<file path="src/rtl/tdm_demux.sv">
// Receive end of a 4-lane TDM link: gathers one beat per valid cycle into
// shadow registers and presents a whole frame on A/B/C/E with a one-cycle strobe.
module tdm_demux #(
    parameter int WIDTH = 4
) (
    input  logic             clk,
    input  logic             rst,
    input  logic             in_valid,
    input  logic             in_sync,
    input  logic [WIDTH-1:0] D,
    output logic [1:0]       S,
    output logic [WIDTH-1:0] A,
    output logic [WIDTH-1:0] B,
    output logic [WIDTH-1:0] C,
    output logic [WIDTH-1:0] E,
    output logic             out_valid,
    output logic             sync_err
);

    // Input handshake: there is no ready; every cycle with in_valid=1 is a
    // consumed beat, and in_sync is meaningful only alongside in_valid.
    typedef enum logic {
        IDLE    = 1'b0,
        COLLECT = 1'b1
    } state_t;

    state_t           state_q, state_d;
    logic [1:0]       s_q, s_d;
    logic [WIDTH-1:0] sh0_q, sh0_d;
    logic [WIDTH-1:0] sh1_q, sh1_d;
    logic [WIDTH-1:0] sh2_q, sh2_d;
    logic [WIDTH-1:0] a_q, a_d;
    logic [WIDTH-1:0] b_q, b_d;
    logic [WIDTH-1:0] c_q, c_d;
    logic [WIDTH-1:0] e_q, e_d;
    logic             out_valid_q, out_valid_d;
    logic             sync_err_q, sync_err_d;

    always_comb begin
        state_d     = state_q;
        s_d         = s_q;
        sh0_d       = sh0_q;
        sh1_d       = sh1_q;
        sh2_d       = sh2_q;
        a_d         = a_q;
        b_d         = b_q;
        c_d         = c_q;
        e_d         = e_q;
        out_valid_d = 1'b0;
        sync_err_d  = 1'b0;

        case (state_q)
            IDLE: begin
                if (in_valid) begin
                    if (in_sync) begin
                        sh0_d   = D;
                        s_d     = 2'd1;
                        state_d = COLLECT;
                    end else begin
                        sync_err_d = 1'b1;
                    end
                end
            end
            COLLECT: begin
                if (in_valid) begin
                    if (in_sync) begin
                        // Early sync truncates the frame; the new beat restarts lane 0.
                        sync_err_d = 1'b1;
                        sh0_d      = D;
                        s_d        = 2'd1;
                    end else begin
                        case (s_q)
                            2'd1: begin
                                sh1_d = D;
                                s_d   = 2'd2;
                            end
                            2'd2: begin
                                sh2_d = D;
                                s_d   = 2'd3;
                            end
                            2'd3: begin
                                // Lane 3 goes straight to E; no shadow needed.
                                a_d         = sh0_q;
                                b_d         = sh1_q;
                                c_d         = sh2_q;
                                e_d         = D;
                                out_valid_d = 1'b1;
                                s_d         = 2'd0;
                                state_d     = IDLE;
                            end
                            default: begin
                                s_d     = 2'd0;
                                state_d = IDLE;
                            end
                        endcase
                    end
                end
            end
            default: begin
                state_d = IDLE;
                s_d     = 2'd0;
            end
        endcase
    end

    always_ff @(posedge clk) begin
        if (rst) begin
            state_q     <= IDLE;
            s_q         <= 2'd0;
            sh0_q       <= '0;
            sh1_q       <= '0;
            sh2_q       <= '0;
            a_q         <= '0;
            b_q         <= '0;
            c_q         <= '0;
            e_q         <= '0;
            out_valid_q <= 1'b0;
            sync_err_q  <= 1'b0;
        end else begin
            state_q     <= state_d;
            s_q         <= s_d;
            sh0_q       <= sh0_d;
            sh1_q       <= sh1_d;
            sh2_q       <= sh2_d;
            a_q         <= a_d;
            b_q         <= b_d;
            c_q         <= c_d;
            e_q         <= e_d;
            out_valid_q <= out_valid_d;
            sync_err_q  <= sync_err_d;
        end
    end

    assign S         = s_q;
    assign A         = a_q;
    assign B         = b_q;
    assign C         = c_q;
    assign E         = e_q;
    assign out_valid = out_valid_q;
    assign sync_err  = sync_err_q;

    // Completion and an error come from mutually exclusive branches.
    a_no_dual_pulse: assert property (@(posedge clk) disable iff (rst)
        !(out_valid_q && sync_err_q));

endmodule

</file>
<file path="config.mk">
export PLATFORM = sky130hd
export DESIGN_NAME = tdm_demux
export DESIGN_NICKNAME = d
export VERILOG_FILES = /design/src/rtl/tdm_demux.sv
export SDC_FILE = /design/constraint.sdc
export NUM_CORES = 1
export LEC_CHECK = 0
export CAP_MARGIN = 5
export CORE_MARGIN = 5
export CORE_UTILIZATION = 35
export DETAILED_ROUTE_END_ITERATION = 8
export PLACE_DENSITY_LB_ADDON = 0.12
export SYNTH_ARGS = -nofsm -noshare
export SYNTH_HDL_FRONTEND = slang
export SYNTH_SLANG_ARGS = --single-unit
export TNS_END_PERCENT = 10
</file>
<file path="constraint.sdc">
create_clock -name clk -period 1.8 [get_ports clk]
set_input_delay 0.36 -clock clk [delete_from_list [all_inputs] [get_ports clk]]
set_output_delay 0.36 -clock clk [all_outputs]
set_load 0.01 [all_outputs]
</file>
==> results of run 1 <==
-- layer usage --
metal	GRT usage, %	vias to the layer above	part of all wire [%]
li1	-	507	-
met1	12.4	438	47
met2	17.0	19	47
met3	3.51	5	4.3
met4	6.04	0	2.1
met5	0	-	0
-- logic make-up after synthesis --
| kind of cell | share of synthesized area (%) |
|---|---|
| AO/OA/AOI/OAI | 6.72 |
| XOR/XNOR | 0.611 |
| adder cells (fa/ha/maj) | 2.62 |
| buffers and inverters | 5.23 |
| flip-flops | 46.1 |
| multiplexers | 16.8 |
| AND/OR/NAND/NOR | 22.0 |
-- per-stage QoR --
stage                     std cells  utilization (%)  hold WS, ns  power, mW  setup slack [ns]
final                           211             45.9        0.471       1.40             0.208
after floorplan                 133                -        0.447      0.823             0.569
after global routing            211             45.9        0.490       1.46             0.147
after detailed placement        204             43.7        0.466      0.865            0.0877
after CTS                       211             45.9        0.476       1.42             0.195
after global placement          204             43.7        0.453      0.863             0.112
-- cells in the final DEF (no fill, tap or decap), types with 2 or more instances in the layout --
| master | count |
|---|---|
| sky130_fd_sc_hd__nand3_1 | 4 |
| sky130_fd_sc_hd__and4b_1 | 2 |
| sky130_fd_sc_hd__a21bo_2 | 5 |
| sky130_fd_sc_hd__clkdlybuf4s50_1 | 27 |
| sky130_fd_sc_hd__mux2i_1 | 24 |
| sky130_fd_sc_hd__nand2b_1 | 32 |
| sky130_fd_sc_hd__dfxtp_1 | 33 |
| sky130_fd_sc_hd__buf_4 | 4 |
| sky130_fd_sc_hd__inv_1 | 2 |
| sky130_fd_sc_hd__ha_1 | 3 |
| sky130_fd_sc_hd__a21oi_1 | 5 |
| sky130_fd_sc_hd__clkbuf_8 | 6 |
-- sequential cells by signal, summed over array words and instances, names as in the netlist, 2 cells and up --
signal and cells:
A 4, sh0_q 4, sh2_q 4, sh1_q 4, B 4, S 2, C 4, E 4
-- worst min path at each step --
stage | start | to | cells past startpoint
after floorplan | sh0_q[0] | A[0] | 2
after global placement | sh0_q[2] | A[2] | 2
after detailed placement | sh0_q[1] | A[1] | 2
after CTS | sh0_q[1] | A[1] | 2
after global routing | sh0_q[1] | A[1] | 2
final | sh0_q[2] | A[2] | 2
-- area by class of cell --
type	count	area [um2]
Fill cell	370	2160
Sequential cell	33	661
Inverter	2	7.51
Timing Repair Buffer	32	320
Tap cell	50	62.6
Clock buffer	7	86.3
Multi-Input combinational cell	87	698
-- power by group through the flow --
| stage | clock network [mW] | logic, mW | registers (mW) |
|---|---|---|---|
| 2_1_floorplan | 0 | 0.0616 | 0.761 |
| 3_3_place_gp | 0 | 0.0995 | 0.763 |
| 3_5_place_dp | 0 | 0.102 | 0.764 |
| 4_1_cts | 0.567 | 0.102 | 0.747 |
| 5_1_grt | 0.601 | 0.109 | 0.748 |
| 6_report | 0.548 | 0.100 | 0.747 |
==> report_table.html, run 1 <==
<table>
<tr><th>Metric</th><th>Value</th></tr>
<tr><th colspan="2">STA</th></tr>
<tr><td>Fmax</td><td>628 MHz</td></tr>
<tr><td>Slew Limit Fails</td><td>0</td></tr>
<tr><td>RSZ-0062 raised after global routing</td><td>no</td></tr>
<tr><td>Summed negative setup slack over all endpoints</td><td>0 ns</td></tr>
<tr><td>Period minus WS final</td><td>1.59 ns</td></tr>
<tr><td>Final cycle utilization of the critical path</td><td>88.4%</td></tr>
<tr><td>Max-slew headroom</td><td>78.2%</td></tr>
<tr><td>Tightest Pin Transition</td><td>0.327 ns</td></tr>
<tr><td>Worst setup skew after layout</td><td>0.00158 ns</td></tr>
<tr><td>Setup violators final</td><td>0</td></tr>
<tr><td>Hold Vio Cnt, Final</td><td>0</td></tr>
<tr><th colspan="2">Place</th></tr>
<tr><td>Area after detailed placement</td><td>0.00175 mm2</td></tr>
<tr><td>Routability Congestion</td><td>0.700</td></tr>
<tr><td>Port Buffer Count</td><td>27</td></tr>
<tr><td>Detailed-placement wirelength estimate</td><td>1940 um</td></tr>
<tr><th colspan="2">Min path</th></tr>
<tr><td>Worst hold path type</td><td>flip-flop to flip-flop</td></tr>
<tr><th colspan="2">Global route</th></tr>
<tr><td>Initial antenna violation count</td><td>0</td></tr>
<tr><td>Global-route wire length before repair</td><td>4390 um</td></tr>
<tr><td>Number of global-route vias before repair</td><td>959</td></tr>
<tr><td>Global route total overflow</td><td>0</td></tr>
<tr><td>Total track usage</td><td>10.6%</td></tr>
<tr><td>Pin count of the biggest net entering global routing</td><td>43</td></tr>
<tr><th colspan="2">Power</th></tr>
<tr><td>Psw</td><td>0.296 mW</td></tr>
<tr><td>Worst ir drop on vdd</td><td>0.000343 V</td></tr>
<tr><td>Register share of total power</td><td>53.5%</td></tr>
<tr><td>Leak</td><td>0.757 nW</td></tr>
<tr><td>Clk pwr share</td><td>39.3%</td></tr>
<tr><td>Combinational share of power</td><td>7.2%</td></tr>
<tr><td>Power density relative to cell area</td><td>760 mW/mm2</td></tr>
<tr><td>Pint</td><td>1.10 mW</td></tr>
<tr><td>Sw Share</td><td>21.2%</td></tr>
<tr><th colspan="2">Route</th></tr>
<tr><td>Total number of vias</td><td>969</td></tr>
<tr><td>Average vias per placed instance</td><td>4.59</td></tr>
<tr><td>DRT antenna net count</td><td>0</td></tr>
<tr><td>DRC violation total after the first TritonRoute iteration</td><td>40</td></tr>
<tr><td>Detailed-route wire length per cell</td><td>12.8 um</td></tr>
<tr><td>TritonRoute pass-1 iters</td><td>4</td></tr>
<tr><td>Total Wirelength</td><td>2690 um</td></tr>
<tr><td>DRC errors left</td><td>0</td></tr>
<tr><th colspan="2">Synth</th></tr>
<tr><td>Number of warnings reported in the yosys synthesis log</td><td>0</td></tr>
<tr><td>Most used flip-flop cell after synthesis</td><td>sky130_fd_sc_hd__dfxtp_1</td></tr>
<tr><td>Cell with the most instances after synthesis</td><td>sky130_fd_sc_hd__dfxtp_1</td></tr>
<tr><td>Avg Synthesized Cell Area</td><td>10.8 um2</td></tr>
<tr><td>Sequential area share after synthesis</td><td>46.1%</td></tr>
<tr><td>Cell type contributing the most total cell area after synthesis</td><td>sky130_fd_sc_hd__dfxtp_1</td></tr>
<tr><td>Synth top area share</td><td>46.1%</td></tr>
<tr><td>Netlist Area Pre-Place</td><td>0.00143 mm2</td></tr>
<tr><td>Top post-synthesis cells by count</td><td>sky130_fd_sc_hd__dfxtp_1, sky130_fd_sc_hd__nand2b_1, sky130_fd_sc_hd__mux2i_1, sky130_fd_sc_hd__a21bo_2, sky130_fd_sc_hd__a21oi_1</td></tr>
<tr><td>Total nets after synthesis</td><td>144</td></tr>
<tr><td>Flip-flop and latch count after synthesis</td><td>33</td></tr>
<tr><td>Main area contributors after synthesis</td><td>sky130_fd_sc_hd__dfxtp_1, sky130_fd_sc_hd__mux2i_1, sky130_fd_sc_hd__nand2b_1</td></tr>
<tr><td>Post-synthesis async set-or-reset flop share</td><td>0%</td></tr>
<tr><td>Synthesized instance count</td><td>133</td></tr>
<tr><td>Number of enable flip-flop cells after synthesis</td><td>0</td></tr>
<tr><td>Number of different library cells in the post-synthesis netlist</td><td>26</td></tr>
<tr><th colspan="2">Critical path</th></tr>
<tr><td>Worst-case reg-to-reg path depth</td><td>3</td></tr>
<tr><td>Start-to-end type of the worst setup path</td><td>flip-flop to primary output</td></tr>
<tr><td>Crit. End Element</td><td>primary output</td></tr>
<tr><td>Data required time of the critical path</td><td>1.44 ns</td></tr>
<tr><td>End of the critical path</td><td>S[1]</td></tr>
<tr><td>Sequence of cells on the critical path</td><td>clkdlybuf4s50_1</td></tr>
<tr><td>RR Startpoint</td><td>S[1]</td></tr>
<tr><td>Startpoint Class</td><td>flip-flop</td></tr>
<tr><td>Launching element of the worst setup path</td><td>S[1]</td></tr>
<tr><td>Top delay family on crit path</td><td>buffers and inverters</td></tr>
<tr><td>Crit path arrival time</td><td>1.23 ns</td></tr>
<tr><td>Master of the slowest instance on the critical path</td><td>sky130_fd_sc_hd__clkdlybuf4s50_1</td></tr>
<tr><td>Worst r2r dst</td><td>A[0]</td></tr>
<tr><td>Buffering stage count on the worst path with inverters included</td><td>1</td></tr>
<tr><td>Crit Path Max Fanout</td><td>5</td></tr>
<tr><td>Worst reg2reg setup slack</td><td>0.47 ns</td></tr>
<tr><td>WP depth</td><td>1</td></tr>
<tr><td>Worst path max stage delay</td><td>0.56 ns</td></tr>
<tr><th colspan="2">Layout</th></tr>
<tr><td>Antenna diode count</td><td>0</td></tr>
<tr><td>Fraction of final layout cells sized beyond drive strength 1</td><td>10.6%</td></tr>
<tr><td>Post-route standard cell area excluding fillers</td><td>0.00184 mm2</td></tr>
<tr><td>Synthesis-to-finish area growth</td><td>28.0%</td></tr>
<tr><td>Total Nets Final</td><td>172</td></tr>
<tr><th colspan="2">Clocking</th></tr>
<tr><td>Clk Latency, worst-skew pair</td><td>0.28 ns</td></tr>
<tr><td>TritonCTS sink count</td><td>33</td></tr>
<tr><td>Clk Tree Root Cell</td><td>sky130_fd_sc_hd__clkbuf_8</td></tr>
<tr><td>Maximum level of the CTS H-tree</td><td>2</td></tr>
<tr><td>Clock Tree Buf Depth</td><td>2</td></tr>
<tr><td>Hold-fix buffers at CTS</td><td>0</td></tr>
<tr><td>Number of buffers added for setup after CTS</td><td>0</td></tr>
<tr><td>CTS tree</td><td>built</td></tr>
<tr><td>CTS resizes</td><td>0</td></tr>
<tr><td>Worst-path clk slew</td><td>0.06 ns</td></tr>
<tr><td>Total CTS buffers</td><td>5</td></tr>
<tr><th colspan="2">Die</th></tr>
<tr><td>Chip Width</td><td>74.0 um</td></tr>
<tr><td>Die H</td><td>74.0 um</td></tr>
<tr><td>Initial Util</td><td>35.8%</td></tr>
<tr><td>Boundary Pins</td><td>28</td></tr>
<tr><td>Die Area</td><td>0.00548 mm2</td></tr>
<tr><td>Core outline area</td><td>0.00400 mm2</td></tr>
<tr><td>Number of core rows</td><td>23</td></tr>
<tr><th colspan="2">Outcome</th></tr>
<tr><td>Run status</td><td>finished, final reports clean</td></tr>
<tr><th colspan="2">Run</th></tr>
<tr><td>Count of max-cap constraint violations</td><td>0</td></tr>
</table>
(Power assumes the default switching activity.)
==> run 2: changes to the inputs <==
CORE_MARGIN = unset   (was 5)
CTS_BUF_LIST = sky130_fd_sc_hd__clkbuf_2   (was unset)
==> run 2 against run 1 <==
  * Fmax down 4.6%
  * Worst setup slack worse by 0.077 ns
  * Clock power down 11%
  * First-iteration DRC count rose by 40%
  * Largest power group unchanged
==> report_table.html, run 2 (same netlist as run 1, synthesis figures left out) <==
<table>
<tr><th>Metric</th><th>Value</th></tr>
<tr><th colspan="2">Global route</th></tr>
<tr><td>Global-route wire length before repair</td><td>4530 um (was 4390 um)</td></tr>
<tr><td>Pin count of the biggest net entering global routing</td><td>43 (unchanged)</td></tr>
<tr><td>Total track usage</td><td>14.2% (was 10.6%)</td></tr>
<tr><td>Global route total overflow</td><td>0 (unchanged)</td></tr>
<tr><td>Number of global-route vias before repair</td><td>992 (was 959)</td></tr>
<tr><td>Initial antenna violation count</td><td>0 (unchanged)</td></tr>
<tr><th colspan="2">Critical path</th></tr>
<tr><td>Crit Path Max Fanout</td><td>5 (unchanged)</td></tr>
<tr><td>Sequence of cells on the critical path</td><td>clkdlybuf4s50_1 (unchanged)</td></tr>
<tr><td>Worst path max stage delay</td><td>0.54 ns (was 0.56 ns)</td></tr>
<tr><td>Top delay family on crit path</td><td>buffers and inverters (unchanged)</td></tr>
<tr><td>Buffering stage count on the worst path with inverters included</td><td>1 (unchanged)</td></tr>
<tr><td>Data required time of the critical path</td><td>1.44 ns (about the same)</td></tr>
<tr><td>Start-to-end type of the worst setup path</td><td>flip-flop to primary output (unchanged)</td></tr>
<tr><td>Master of the slowest instance on the critical path</td><td>sky130_fd_sc_hd__clkdlybuf4s50_1 (unchanged)</td></tr>
<tr><td>Startpoint Class</td><td>flip-flop (unchanged)</td></tr>
<tr><td>Crit. End Element</td><td>primary output (unchanged)</td></tr>
<tr><td>Crit path arrival time</td><td>1.31 ns (was 1.23 ns)</td></tr>
<tr><th colspan="2">Power</th></tr>
<tr><td>Leak</td><td>0.749 nW (was 0.757 nW)</td></tr>
<tr><td>Power density relative to cell area</td><td>740 mW/mm2 (was 760 mW/mm2)</td></tr>
<tr><td>Worst ir drop on vdd</td><td>0.000293 V (was 0.000343 V)</td></tr>
<tr><td>Power after layout</td><td>1.34 mW (was 1.40 mW)</td></tr>
<tr><th colspan="2">Clocking</th></tr>
<tr><td>Worst-path clk slew</td><td>0.17 ns (was 0.06 ns)</td></tr>
<tr><td>Maximum level of the CTS H-tree</td><td>2 (unchanged)</td></tr>
<tr><td>Clk Tree Root Cell</td><td>sky130_fd_sc_hd__clkbuf_2 (was sky130_fd_sc_hd__clkbuf_8)</td></tr>
<tr><td>Number of buffers added for setup after CTS</td><td>0 (unchanged)</td></tr>
<tr><td>Clk Latency, worst-skew pair</td><td>0.38 ns (was 0.28 ns)</td></tr>
<tr><td>Total CTS buffers</td><td>5 (unchanged)</td></tr>
<tr><td>CTS tree</td><td>built (unchanged)</td></tr>
<tr><td>Clock Tree Buf Depth</td><td>2 (unchanged)</td></tr>
<tr><td>Hold-fix buffers at CTS</td><td>0 (unchanged)</td></tr>
<tr><td>TritonCTS sink count</td><td>33 (unchanged)</td></tr>
<tr><th colspan="2">STA</th></tr>
<tr><td>RSZ-0062 raised after global routing</td><td>no (unchanged)</td></tr>
<tr><td>Worst setup skew after layout</td><td>0.0121 ns (was 0.00158 ns)</td></tr>
<tr><td>Slew Limit Fails</td><td>0 (unchanged)</td></tr>
<tr><td>Setup violators final</td><td>0 (unchanged)</td></tr>
<tr><td>Final cycle utilization of the critical path</td><td>92.7% (was 88.4%)</td></tr>
<tr><td>Max-slew headroom</td><td>77.9% (was 78.2%)</td></tr>
<tr><td>Period minus WS final</td><td>1.67 ns (was 1.59 ns)</td></tr>
<tr><td>Fmax</td><td>599 MHz (was 628 MHz)</td></tr>
<tr><td>Crit path setup slack, layout</td><td>0.131 ns (was 0.208 ns)</td></tr>
<tr><td>Tightest Pin Transition</td><td>0.331 ns (was 0.327 ns)</td></tr>
<tr><td>Summed negative setup slack over all endpoints</td><td>0 ns (unchanged)</td></tr>
<tr><td>Hold Vio Cnt, Final</td><td>0 (unchanged)</td></tr>
<tr><td>Worst-case hold slack</td><td>0.482 ns (was 0.471 ns)</td></tr>
<tr><th colspan="2">Die</th></tr>
<tr><td>Core outline area</td><td>0.00380 mm2 (was 0.00400 mm2)</td></tr>
<tr><td>Boundary Pins</td><td>28 (unchanged)</td></tr>
<tr><td>Die Area</td><td>0.00436 mm2 (was 0.00548 mm2)</td></tr>
<tr><td>Die H</td><td>66.0 um (was 74.0 um)</td></tr>
<tr><td>Initial Util</td><td>37.7% (was 35.8%)</td></tr>
<tr><td>Chip Width</td><td>66.0 um (was 74.0 um)</td></tr>
<tr><td>Number of core rows</td><td>22 (was 23)</td></tr>
<tr><th colspan="2">Layout</th></tr>
<tr><td>Final core utilization</td><td>47.5% (was 45.9%)</td></tr>
<tr><td>Fraction of final layout cells sized beyond drive strength 1</td><td>11.8% (was 10.6%)</td></tr>
<tr><td>Commonest cells after routing, fill and taps aside</td><td>sky130_fd_sc_hd__nand2b_1, sky130_fd_sc_hd__dfxtp_1, sky130_fd_sc_hd__clkdlybuf4s50_1 (was sky130_fd_sc_hd__dfxtp_1, sky130_fd_sc_hd__nand2b_1, sky130_fd_sc_hd__clkdlybuf4s50_1)</td></tr>
<tr><td>Most frequent standard cell in the layout excluding fill and tap cells</td><td>sky130_fd_sc_hd__nand2b_1 (was sky130_fd_sc_hd__dfxtp_1)</td></tr>
<tr><td>Total Nets Final</td><td>171 (was 172)</td></tr>
<tr><td>Synthesis-to-finish area growth</td><td>25.9% (was 28.0%)</td></tr>
<tr><td>Antenna diode count</td><td>0 (unchanged)</td></tr>
<tr><th colspan="2">Place</th></tr>
<tr><td>Pre-CTS setup slack</td><td>0.0503 ns (was 0.0877 ns)</td></tr>
<tr><td>Port Buffer Count</td><td>27 (unchanged)</td></tr>
<tr><td>Detailed-placement wirelength estimate</td><td>1810 um (was 1940 um)</td></tr>
<tr><td>Routability Congestion</td><td>0.680 (was 0.700)</td></tr>
<tr><th colspan="2">Route</th></tr>
<tr><td>DRC errors left</td><td>0 (unchanged)</td></tr>
<tr><td>Detailed-route wire length per cell</td><td>12.7 um (was 12.8 um)</td></tr>
<tr><td>DRC violation total after the first TritonRoute iteration</td><td>56 (was 40)</td></tr>
<tr><td>TritonRoute pass-1 iters</td><td>4 (unchanged)</td></tr>
<tr><td>Average vias per placed instance</td><td>4.77 (was 4.59)</td></tr>
<tr><td>Total number of vias</td><td>997 (was 969)</td></tr>
<tr><td>DRT antenna net count</td><td>0 (unchanged)</td></tr>
<tr><td>Total Wirelength</td><td>2660 um (was 2690 um)</td></tr>
<tr><th colspan="2">Min path</th></tr>
<tr><td>Worst hold path type</td><td>flip-flop to flip-flop (unchanged)</td></tr>
<tr><th colspan="2">Outcome</th></tr>
<tr><td>Run status</td><td>finished, final reports clean (unchanged)</td></tr>
<tr><th colspan="2">Run</th></tr>
<tr><td>Count of max-cap constraint violations</td><td>0 (unchanged)</td></tr>
</table>
==> run 2: report_power, final <==
| part | internal [mW] | total [mW] | switching, mW |
|---|---|---|---|
| Sequential | 0.741 | 0.749 | 0.00816 |
| Clock | 0.237 | 0.488 | 0.251 |
| Combinational | 0.0559 | 0.0994 | 0.0435 |
| Total | 1.03 | 1.34 | 0.303 |
==> run 2: stage by stage <==
step           cells  area, um2
2_1_floorplan    133       1430
3_3_place_gp     201       1740
3_5_place_dp     201       1740
4_1_cts          209       1800
5_1_grt          209       1810
6_report         209       1810
==> run 2: per-layer routing <==
metal / share of wire, % / track usage [%]
met2: 46 / 22.7
met4: 2.0 / 7.18
met5: 0 / 0
met3: 4.9 / 5.52
met1: 47 / 16.3
==> run 2: what timing repair did <==
item / 4_1_cts / 5_1_grt
hold endpoints to repair: 0 / 0
gates resized for setup: 0 / 2
setup endpoints to repair: 0 / 2
==> run 2: layout make-up <==
| type | instances | area (um2) |
|---|---|---|
| Fill cell | 378 | 1990 |
| Multi-Input combinational cell | 87 | 698 |
| Sequential cell | 33 | 663 |
| Timing Repair Buffer | 31 | 313 |
| Tap cell | 48 | 60.1 |
| Clock inverter | 2 | 33.8 |
| Clock buffer | 6 | 30.0 |
| Inverter | 2 | 7.51 |
==> run 2: final timing paths <==
kind,startpoint,end,slack [ns],cells after the start
max,S[1],S[1],0.13,1
min,sh0_q[1],A[1],0.48,2
max reg2reg,S[1],A[2],0.51,3
min reg2reg,sh0_q[1],A[1],0.48,2
